File: src/rtl/axis_packet_merger.sv
// axis_packet_merger: merges CHANNEL_NUMBER_IN AXI-Stream inputs onto one
// output at packet granularity. A round-robin arbiter picks one input while
// idle, locks onto it until its tlast beat is accepted, and forwards beats
// through a single output register. One arbitration bubble separates packets.
module axis_packet_merger #(
    parameter int DATA_WIDTH        = 32,
    parameter int CHANNEL_NUMBER_IN = 5,
    parameter int IDX_W             = (CHANNEL_NUMBER_IN > 1) ? $clog2(CHANNEL_NUMBER_IN) : 1
) (
    input  logic                                    aclk,
    input  logic                                    aresetn,
    input  logic [CHANNEL_NUMBER_IN*DATA_WIDTH-1:0] s_tdata,
    input  logic [CHANNEL_NUMBER_IN-1:0]            s_tvalid,
    input  logic [CHANNEL_NUMBER_IN-1:0]            s_tlast,
    output logic [CHANNEL_NUMBER_IN-1:0]            s_tready,
    output logic [DATA_WIDTH-1:0]                   m_tdata,
    output logic                                    m_tvalid,
    output logic                                    m_tlast,
    input  logic                                    m_tready,
    output logic [IDX_W-1:0]                        grant_o,
    output logic                                    busy_o
);

    typedef enum logic {
        ST_IDLE   = 1'b0,
        ST_LOCKED = 1'b1
    } state_e;

    state_e                state_q, state_d;
    logic [IDX_W-1:0]      rr_ptr_q, rr_ptr_d;
    logic [IDX_W-1:0]      grant_q, grant_d;
    logic [DATA_WIDTH-1:0] m_tdata_q, m_tdata_d;
    logic                  m_tvalid_q, m_tvalid_d;
    logic                  m_tlast_q, m_tlast_d;

    logic [IDX_W-1:0]      pick_hi, pick_lo, pick_idx;
    logic                  found_hi, found_lo;
    logic                  gnt_tvalid, gnt_tlast;
    logic [DATA_WIDTH-1:0] gnt_tdata;
    logic                  locked, out_free, accept;

    // Round-robin pick: lowest requester at or above rr_ptr, else lowest overall (wrap).
    // NOTE: every combinational output gets a default before any branch, so no latch is inferred.
    always_comb begin
        pick_hi  = '0;
        pick_lo  = '0;
        found_hi = 1'b0;
        found_lo = 1'b0;
        for (int i = CHANNEL_NUMBER_IN - 1; i >= 0; i--) begin
            if (s_tvalid[i]) begin
                found_lo = 1'b1;
                pick_lo  = IDX_W'(i);
                if (IDX_W'(i) >= rr_ptr_q) begin
                    found_hi = 1'b1;
                    pick_hi  = IDX_W'(i);
                end
            end
        end
        pick_idx = found_hi ? pick_hi : pick_lo;
    end

    // Select the locked input's valid/last/data.
    always_comb begin
        gnt_tvalid = 1'b0;
        gnt_tlast  = 1'b0;
        gnt_tdata  = '0;
        for (int i = 0; i < CHANNEL_NUMBER_IN; i++) begin
            if (grant_q == IDX_W'(i)) begin
                gnt_tvalid = s_tvalid[i];
                gnt_tlast  = s_tlast[i];
                gnt_tdata  = s_tdata[i*DATA_WIDTH +: DATA_WIDTH];
            end
        end
    end

    // The output register can take a beat when empty or draining this cycle.
    assign locked   = (state_q == ST_LOCKED);
    assign out_free = !m_tvalid_q || m_tready;
    assign accept   = locked && out_free && gnt_tvalid;

    // Only the locked input sees ready; nothing is accepted during arbitration.
    always_comb begin
        s_tready = '0;
        for (int i = 0; i < CHANNEL_NUMBER_IN; i++) begin
            s_tready[i] = locked && out_free && (grant_q == IDX_W'(i));
        end
    end

    // Next-state logic for the arbiter FSM and the output beat register.
    always_comb begin
        state_d    = state_q;
        rr_ptr_d   = rr_ptr_q;
        grant_d    = grant_q;
        m_tdata_d  = m_tdata_q;
        m_tlast_d  = m_tlast_q;
        m_tvalid_d = m_tvalid_q;

        // A held beat leaves on handshake; a same-edge capture below overrides this.
        if (m_tvalid_q && m_tready) begin
            m_tvalid_d = 1'b0;
        end

        case (state_q)
            ST_IDLE: begin
                if (found_lo) begin
                    grant_d = pick_idx;
                    state_d = ST_LOCKED;
                end
            end
            ST_LOCKED: begin
                if (accept) begin
                    m_tdata_d  = gnt_tdata;
                    m_tlast_d  = gnt_tlast;
                    m_tvalid_d = 1'b1;
                    if (gnt_tlast) begin
                        state_d  = ST_IDLE;
                        rr_ptr_d = (grant_q == IDX_W'(CHANNEL_NUMBER_IN - 1)) ? '0 : grant_q + 1'b1;
                    end
                end
            end
            default: state_d = ST_IDLE;
        endcase
    end

    // State and output registers.
    // NOTE: sequential state uses non-blocking assignments so all registers update together on the edge.
    // NOTE: the output data register is reset too, so m_tdata reads 0 right after reset.
    always_ff @(posedge aclk or negedge aresetn) begin
        if (!aresetn) begin
            state_q    <= ST_IDLE;
            rr_ptr_q   <= '0;
            grant_q    <= '0;
            m_tdata_q  <= '0;
            m_tlast_q  <= 1'b0;
            m_tvalid_q <= 1'b0;
        end else begin
            state_q    <= state_d;
            rr_ptr_q   <= rr_ptr_d;
            grant_q    <= grant_d;
            m_tdata_q  <= m_tdata_d;
            m_tlast_q  <= m_tlast_d;
            m_tvalid_q <= m_tvalid_d;
        end
    end

    assign m_tdata  = m_tdata_q;
    assign m_tlast  = m_tlast_q;
    assign m_tvalid = m_tvalid_q;
    assign grant_o  = grant_q;
    assign busy_o   = locked;

endmodule
File: config.mk
export PLATFORM = sky130hd
export DESIGN_NAME = axis_packet_merger
export DESIGN_NICKNAME = d
export VERILOG_FILES = /design/src/rtl/axis_packet_merger.sv
export SDC_FILE = /design/constraint.sdc
export NUM_CORES = 1
export LEC_CHECK = 0
export ABC_AREA = 1
export ABC_CLOCK_PERIOD_IN_PS = 2600
export CAP_MARGIN = 30
export CORE_UTILIZATION = 39
export CTS_BUF_LIST = sky130_fd_sc_hd__clkbuf_2 sky130_fd_sc_hd__clkbuf_4 sky130_fd_sc_hd__clkbuf_8
export CTS_CLUSTER_DIAMETER = 80
export DETAILED_ROUTE_END_ITERATION = 8
export PLACE_DENSITY = 0.83
export SLEW_MARGIN = 15
export SYNTH_ARGS = -nofsm -noshare
export SYNTH_HDL_FRONTEND = slang
export SYNTH_SLANG_ARGS = --single-unit
File: constraint.sdc
create_clock -name aclk -period 2.6 [get_ports aclk]
set_clock_uncertainty 0.05 [all_clocks]
set_input_delay 0.52 -clock aclk [delete_from_list [all_inputs] [get_ports aclk]]
set_output_delay 0.52 -clock aclk [all_outputs]
set_load 0.03 [all_outputs]
# After elaboration in Yosys (flattened, before gate mapping)
# Index checks and enable logic that the tools add are counted.
dict set report totals {
  regBits 41
  in_bits 173
  out_inout_bits 43
  wordCells 85
}
dict set report classes {
  addsub 1
  order_cmp 5
  n_eq_ne 4
  mux 54
  bitwise_logic 1
  n_reduce_logical 14
}
# cell n
set op_table {}
lappend op_table {{32-bit 2-to-1 mux} 5}
lappend op_table {{3-bit 2-to-1 mux} 17}
lappend op_table {{1-bit 2-to-1 mux} 31}
lappend op_table {{1-bit logical AND} 8}
lappend op_table {{3-bit by 2-bit equality test with 1-bit output, second input constant} 2}
lappend op_table {{1-bit by 3-bit greater-or-equal comparator with 1-bit output, first input constant} 2}
lappend op_table {{2-bit by 3-bit greater-or-equal comparator with 1-bit output, first input constant} 2}
lappend op_table {{2-bit AND reduction} 2}
lappend op_table {{3-bit by 1-bit adder with 3-bit output, second input constant} 1}
lappend op_table {{3-bit by 1-bit equality test with 1-bit output, second input constant} 1}
lappend op_table {{3-bit equality test, second input constant} 1}
lappend op_table {{3-bit greater-or-equal comparator, first input constant} 1}
lappend op_table {{3-bit logical NOT} 1}
lappend op_table {{3-bit AND reduction} 1}
lappend op_table {{1-bit case mux with 2 select lines} 1}
lappend op_table {{1-bit logical NOT} 1}
lappend op_table {{1-bit logical OR} 1}
lappend op_table {{1-bit inverter} 1}

# Logic depth before layout (Yosys ltp)
# Gate-level depths: netlist of the first run.
dict set report logic_depth {
  word_depth 12
  depth_mapped 14
  ltp_nobuf 11
}

# Least setup slack after synthesis of the first run
# No wires, ideal clock.
dict set report synth_path {
  kind {register to output}
  start {reg grant_q[2] (netlist: grant_o[2])}
  end {out s_tready[3]}
  arrival_time_ps 2035
  t_required_ps 2030
  setup_slack_ps -5
  path_stages_with_launch 9
  n_path_buf 4
  path_cell_list {dfrtp_1 inv_2 buf_4 clkbuf_1 ha_1 buf_2 inv_2 clkbuf_1 nor2_1}
}
dict set report synth_between {
  elab_chain_len 2
}
# item line
set synth_rtl {}
lappend synth_rtl {{start: declaration} 31} ;# logic [IDX_W-1:0] grant_q, grant_d;
lappend synth_rtl {{start signal: assignment} 139} ;# grant_q <= grant_d;
lappend synth_rtl {{3-bit by 2-bit equality test with 1-bit output} 85} ;# s_tready[i] = locked && out_free && (grant_q == IDX_W'(i));
lappend synth_rtl {{1-bit logical AND} 85}
lappend synth_rtl {{end: declaration} 15} ;# output logic [CHANNEL_NUMBER_IN-1:0] s_tready,
# Every way passes these cells.

# Worst setup path in the final report of the first run
dict set report layout_path {
  start {reg grant_q[0] (netlist: grant_o[0])}
  end {out s_tready[4]}
}
dict set report layout_between {
  elab_chain_len 2
}
# item line
set layout_rtl {}
lappend layout_rtl {{3-bit equality test} 85}
lappend layout_rtl {{1-bit logical AND} 85}
# Every way passes these cells.

==> results.md, run 1 <==
* Register area share after synthesis at 28.6%
* Via count at 4562
* Slew @ Worst Pin at 0.588 ns
* Mapped Area at 3590 sq um
* Failing checks: DRC
* P&R area growth vs syn at 64.0%
* Crit Path Max Fanout at 33
* Largest net degree at the start of global routing at 35
* Post-CTS setup buffers at 0
* Peak VDD IR at 544 uV
* Worst path cell trace: inv_1 > ha_1 > nand2_2 > buf_4 > nor2_1 > buf_4
* Layout cells sized above 1 at 12.7%
* Cells after Synth at 601
* Pre-Repair DR Iteration Count at 8
* Worst Hold Class: input pin to asynchronous set/reset pin
* Starting Density at 40.8%
* Initial antenna violation count at 0
* Post-DRT Antenna Nets at 0
* Period utilization at 90.8%
* Core area at 8810 sq um
* Switching power at 0.00329 W
* Startpoint Class: flop
* Clk pin slew, worst setup/hold paths at 0.07 ns
* Synth top area cells: dfrtp_1 (29%), nand2_1 (24%), nand3_1 (19%)
* Static Leak at 2.91 nW
* Max-Cap Viols at 0
* Cts bufs inserted at 5
* Distinct cells, synth at 21
* Arrival @ worst endpoint at 1.79 ns
* Initial drt markers at 172
* Clk pwr share at 6.6%
* Drt wl/cell at 14.4 um
* Switching Fraction at 52.8%
* Layout Utilization at 66.8%
* Vias per Instance at 5.01
* Slew headroom at 60.7%
* Post-CTS sizing at 0
* Slowest cell on crit path: dfrtp_1
* Layout net count at 979
* Clock Sinks at 41
* CP Capture Type: primary output
* Part of the power in registers at 18.3%
* Total GRT Usage at 27.4%
* Endpoints failing hold at 0
* Finish-stage setup viols at 0
* Synthesized flop and latch total at 41
* Final instance area at 5880 sq um
* Die height at 97.9 um
* Logic gate share of total power at 75.2%
* Post-Syn Area per Cell at 5.97 sq um
* Syn Nets at 779
* Status: finished with violations
* Vias in the first global route at 4493
* Clock buffer depth at 2
* Row count at 34
* Largest stage delay, worst path at 0.46 ns
* Power Density at 1060 nW/um^2
* CP Class: flop to primary output
* F_max at 0.424 GHz
* Total Neg Setup Slack at 0 ns
* Die X at 97.9 um
* Int Pwr at 0.00294 W
* PortBufs at 215
* RSZ-0062 raised after global routing: no
* CTS tree: done
* Io pins at 216
* Synth warn at 0
* Top cell by count, worst path: buf_4
* Crit path time final at 2.36 ns
* # DRC at 16
* Count of pins over their slew limit at 0
* Top-area cell type share of the netlist area at 28.6%
* Post-Route WL at 13100 um
* Worst EP required at 2.03 ns
* Cell Area, Placed at 5800 sq um
* Dpl hpwl at 10200 um
* Hold Buf Count CTS at 0
* # diodes at 0
* Post-synth top area cell: dfrtp_1
* GPL Wtd Cong at 0.886
* H-tree depth at 2
* CTS root buffer: clkbuf_8
* Gr ovfl total at 0
* Die area at 9590 sq um
* First-pass GRT wire length at 21200 um
* Clk_lat worst skew at 0.28 ns
[flip-flops by register name, summed over array words and instances, names as in the netlist]
signal / flops
grant_o: 3
m_tlast: 1
rr_ptr_q: 3
busy_o: 1
m_tvalid: 1
m_tdata: 32
[power by group through the flow]
stage | sequential (W) | combinational (W) | clock, W
6_report | 0.00114 | 0.00468 | 0.000410
5_1_grt | 0.00117 | 0.00521 | 0.000449
4_1_cts | 0.00113 | 0.00471 | 0.000424
3_5_place_dp | 0.00114 | 0.00470 | 0
3_3_place_gp | 0.00114 | 0.00456 | 0
2_1_floorplan | 0.00161 | 0.00267 | 0
[cell usage in the layout (no fill, tap or decap), types with 2 or more instances in the layout]
cell type	n
clkdlybuf4s50_1	209
buf_4	21
nand4_1	2
nor2_2	2
inv_2	3
ha_1	5
inv_1	52
clkinv_2	2
dfrtp_1	41
o21ai_0	9
nand2_2	2
nand2_1	227
a21oi_1	2
or2_2	64
nand3_1	135
clkbuf_8	5
nor2_1	15
[cells by family (layout without fill, tap and decap cells)]
group | count (synthesis) | after routing | share of synthesized area (%)
buf+inv | 93 | 294 | 11.0
compound gates | 14 | 14 | 2.41
flops | 41 | 41 | 28.6
simple gates | 448 | 448 | 56.3
fa+ha+maj | 5 | 5 | 1.74
[per-layer routing]
metal  vias up  track usage, %  routed length [um]
met4         0            8.86                 317
met5         -               0                   0
met2       208            51.0                6680
met3        26            6.94                1210
li1       2276               -                   -
met1      2052            30.2                4930
[layout make-up]
cell class | instances | area (sq um)
sequential | 41 | 1030
clock inverter | 2 | 10.0
clock buffer | 6 | 76.3
multi-input combinational | 467 | 2180
tap | 108 | 135
fill | 787 | 2920
inverter | 55 | 206
timing repair buffer | 231 | 2250
[path summary, 6_finish.rpt]
path	from	end	slack (ns)	cells past startpoint
max	grant_o[0]	s_tready[4]	0.24	6
min	aresetn	m_tdata[4]	0.11	1
max reg2reg	grant_o[2]	rr_ptr_q[2]	0.29	10
min reg2reg	m_tdata[7]	m_tdata[7]	0.43	2
max in group asynchronous	aresetn	m_tdata[0]	1.73	2
min in group aclk	m_tdata[7]	m_tdata[7]	0.43	2
[through the flow]
stage | power (W) | cells | worst slack [ns] | hold WS, ns
after floorplan | 0.00428 | 601 | 0.114 | 0.174
after global placement | 0.00571 | 902 | 0.371 | 0.412
after detailed placement | 0.00584 | 902 | 0.341 | 0.417
after CTS | 0.00627 | 910 | 0.240 | 0.111
after global routing | 0.00683 | 910 | 0.0344 | 0.136
final | 0.00623 | 910 | 0.240 | 0.106
[cell usage after synthesis]
| cell type | count |
|---|---|
| o31ai_1 | 1 |
| dfrtp_1 | 41 |
| clkbuf_1 | 22 |
| buf_2 | 6 |
| nand2_1 | 229 |
| a21oi_1 | 2 |
| inv_2 | 3 |
| buf_4 | 4 |
| a21oi_4 | 1 |
| o211ai_1 | 1 |
| buf_1 | 3 |
| inv_1 | 52 |
| o21ai_0 | 9 |
| buf_6 | 3 |
| nand4_1 | 2 |
| nor2_2 | 1 |
| or2_2 | 64 |
| ha_1 | 5 |
| nor2_1 | 16 |
| nand3_1 | 135 |
| nor3_1 | 1 |
[worst max-delay path: cells and delay by family (launching register included)]
kind	cells	cell delay (ns)
adders and majority gates	1	0.25
DFF	1	0.46
buffers and inverters	3	0.58
and+or+nand+nor	2	0.21
Note: power is estimated with default switching activity, not from simulation.
==> run 2, diff against run 1 <==
RECOVER_POWER = 50   (was default)
==> run 2 against run 1 <==
- the flow still finishes with violations (DRC)
- maximum frequency is essentially flat
- clock-buffer cell count unchanged
- non-clock buffer count unchanged
- critical path type unchanged
- critical endpoint unchanged
- largest power group unchanged
==> results.md, run 2 (synthesis gave the netlist of run 1 again) <==
* Part of the power in registers at 18.3% (about the same)
* Gr ovfl total at 0 (unchanged)
* Slew headroom at 33.9% (-27 points)
* P&R area growth vs syn at 63.9% (about the same)
* Worst Hold Class: input pin to asynchronous set/reset pin
* Largest stage delay, worst path at 0.46 ns (about the same)
* Slowest cell on crit path: dfrtp_1
* CTS root buffer: clkbuf_8
* Top cell by count, worst path: buf_4
* Layout cells sized above 1 at 12.6% (-0.12 points)
* Crit path time final at 2.36 ns (+0.00180 ns)
* Dpl hpwl at 10200 um (unchanged)
* Initial antenna violation count at 0 (unchanged)
* Clk pin slew, worst setup/hold paths at 0.07 ns (about the same)
* Cts bufs inserted at 5 (unchanged)
* Die height at 97.9 um (unchanged)
* H-tree depth at 2 (unchanged)
* Post-DRT Antenna Nets at 0 (unchanged)
* Slew @ Worst Pin at 0.991 ns (+0.403 ns)
* Post-CTS setup buffers at 0 (unchanged)
* Row count at 34 (unchanged)
* Top Family by Delay on Critical Path: buffers and inverters
* Switching Fraction at 53.0% (+0.26 points)
* Logic gate share of total power at 75.1% (about the same)
* Status: finished with violations
* Switching power at 0.00327 W (-0.48%)
* Clock buffer depth at 2 (unchanged)
* Clk_lat worst skew at 0.28 ns (about the same)
* Post-CTS sizing at 0 (unchanged)
* CP startpoint: grant_o[0]
* Setup WS post-layout at 0.238 ns (-0.00180 ns)
* Vias per Instance at 4.98 (-0.59%)
* Max-Cap Viols at 0 (unchanged)
* Worst Path Buf+Inv at 3 (unchanged)
* Via count at 4535 (-0.59%)
* Crit Path Max Fanout at 33 (unchanged)
* Worst R2R Start: grant_o[2]
* Period utilization at 90.8% (about the same)
* CP Class: flop to primary output
* Starting Density at 40.8% (unchanged)
* Most frequent cells in the layout: nand2_1 (227), clkdlybuf4s50_1 (190), nand3_1 (135)
* First-pass GRT wire length at 21200 um (unchanged)
* Count of pins over their slew limit at 0 (unchanged)
* Io pins at 216 (unchanged)
* Worst path cell trace: inv_1 > ha_1 > nand2_2 > buf_4 > nor2_1 > buf_4
* Final hold slack at 0.320 ns (+0.213 ns)
* Die area at 9590 sq um (unchanged)
* # diodes at 0 (unchanged)
* Post-Route WL at 13100 um (-0.53%)
* Static Leak at 2.94 nW (+0.93%)
* Initial drt markers at 166 (-3.5%)
* Pre-Repair DR Iteration Count at 7 (-1)
* Pre-CTS WS at 0.341 ns (unchanged)
* Vias in the first global route at 4493 (unchanged)
* Die X at 97.9 um (unchanged)
* Arrival @ worst endpoint at 1.79 ns (about the same)
* Max reg flops at 32 (unchanged)
* Power Density at 1050 nW/um^2 (-0.90%)
* Worst EP required at 2.03 ns (about the same)
* Peak VDD IR at 542 uV (-0.34%)
* RSZ-0062 raised after global routing: no
* CTS tree: done
* Startpoint Class: flop
* Failing checks: DRC
* Layout net count at 979 (unchanged)
* Clock Sinks at 41 (unchanged)
* Clk pwr share at 6.6% (about the same)
* # DRC at 16 (unchanged)
* Int Pwr at 0.00290 W (-1.5%)
* Total GRT Usage at 27.4% (unchanged)
* Endpoints failing hold at 0 (unchanged)
* Most common cell after layout, fill and taps aside: nand2_1
* CP Capture Type: primary output
* GPL Wtd Cong at 0.886 (unchanged)
* Drt wl/cell at 14.4 um (-0.53%)
* Core area at 8810 sq um (unchanged)
* F_max at 0.423 GHz (about the same)
* Largest net degree at the start of global routing at 35 (unchanged)
* PortBufs at 215 (unchanged)
* Finish-stage setup viols at 0 (unchanged)
* Hold Buf Count CTS at 0 (unchanged)
* Total Neg Setup Slack at 0 ns (unchanged)
## run 2: changes by cell type in the layout (fill, tap and decap cells not counted)
| cell | delta |
|---|---|
| clkdlybuf4s50_1 | -19 |
| dlygate4sd3_1 | +19 |
| buf_2 | -1 |
| buf_4 | -1 |
| clkbuf_1 | +1 |
| clkbuf_2 | +1 |
## run 2: power by group through the flow
stage               Sequential (W)  Clock [W]  Combinational, W
finish                     0.00113   0.000407           0.00463
global route               0.00116   0.000449           0.00517
CTS                        0.00113   0.000424           0.00471
detailed placement         0.00114          0           0.00470
global placement           0.00114          0           0.00456
floorplan                  0.00161          0           0.00267
## run 2: metal layers
metal	track usage, %	wire length [um]	up-vias
li1	-	-	2276
met3	6.94	1160	24
met5	0	0	-
met4	8.86	316	0
met2	51.0	6640	196
met1	30.2	4940	2039
## run 2: path summary, 6_finish.rpt
| check | end | cells after the start | slack [ns] |
|---|---|---|---|
| min | m_tdata[4] | 1 | 0.32 |
| max | s_tready[4] | 6 | 0.24 |
| max reg2reg | rr_ptr_q[2] | 10 | 0.30 |
| min reg2reg | m_tdata[1] | 2 | 0.43 |
| min in group aclk | m_tdata[1] | 2 | 0.43 |
| max in group asynchronous | m_tdata[0] | 2 | 1.04 |
## run 2: worst reg2reg max path: cells and delay by family, from the launching register on
kind                     cells  cell delay (ns)
adder cells (fa/ha/maj)      1             0.23
flip-flops                   1             0.43
buffers and inverters        3             0.66
AO/OA/AOI/OAI                1             0.30
AND/OR/NAND/NOR              5             0.52
## run 2: area by class of cell
cell class                 count  area [sq um]
timing repair buffer         231          2250
clock inverter                 2          10.0
clock buffer                   6          76.3
sequential                    41          1030
tap                          108           135
inverter                      55           206
fill                         789          2930
multi-input combinational    467          2180
## run 2: stage by stage
stage                     utilization (%)  cell area (sq um)  std cells  power, W
after CTS                            66.8               5880        910   0.00627
after global routing                 66.8               5880        910   0.00678
after detailed placement             65.8               5800        902   0.00584
after global placement               65.8               5800        902   0.00571
final                                66.8               5880        910   0.00617
after floorplan                         -               3590        601   0.00428
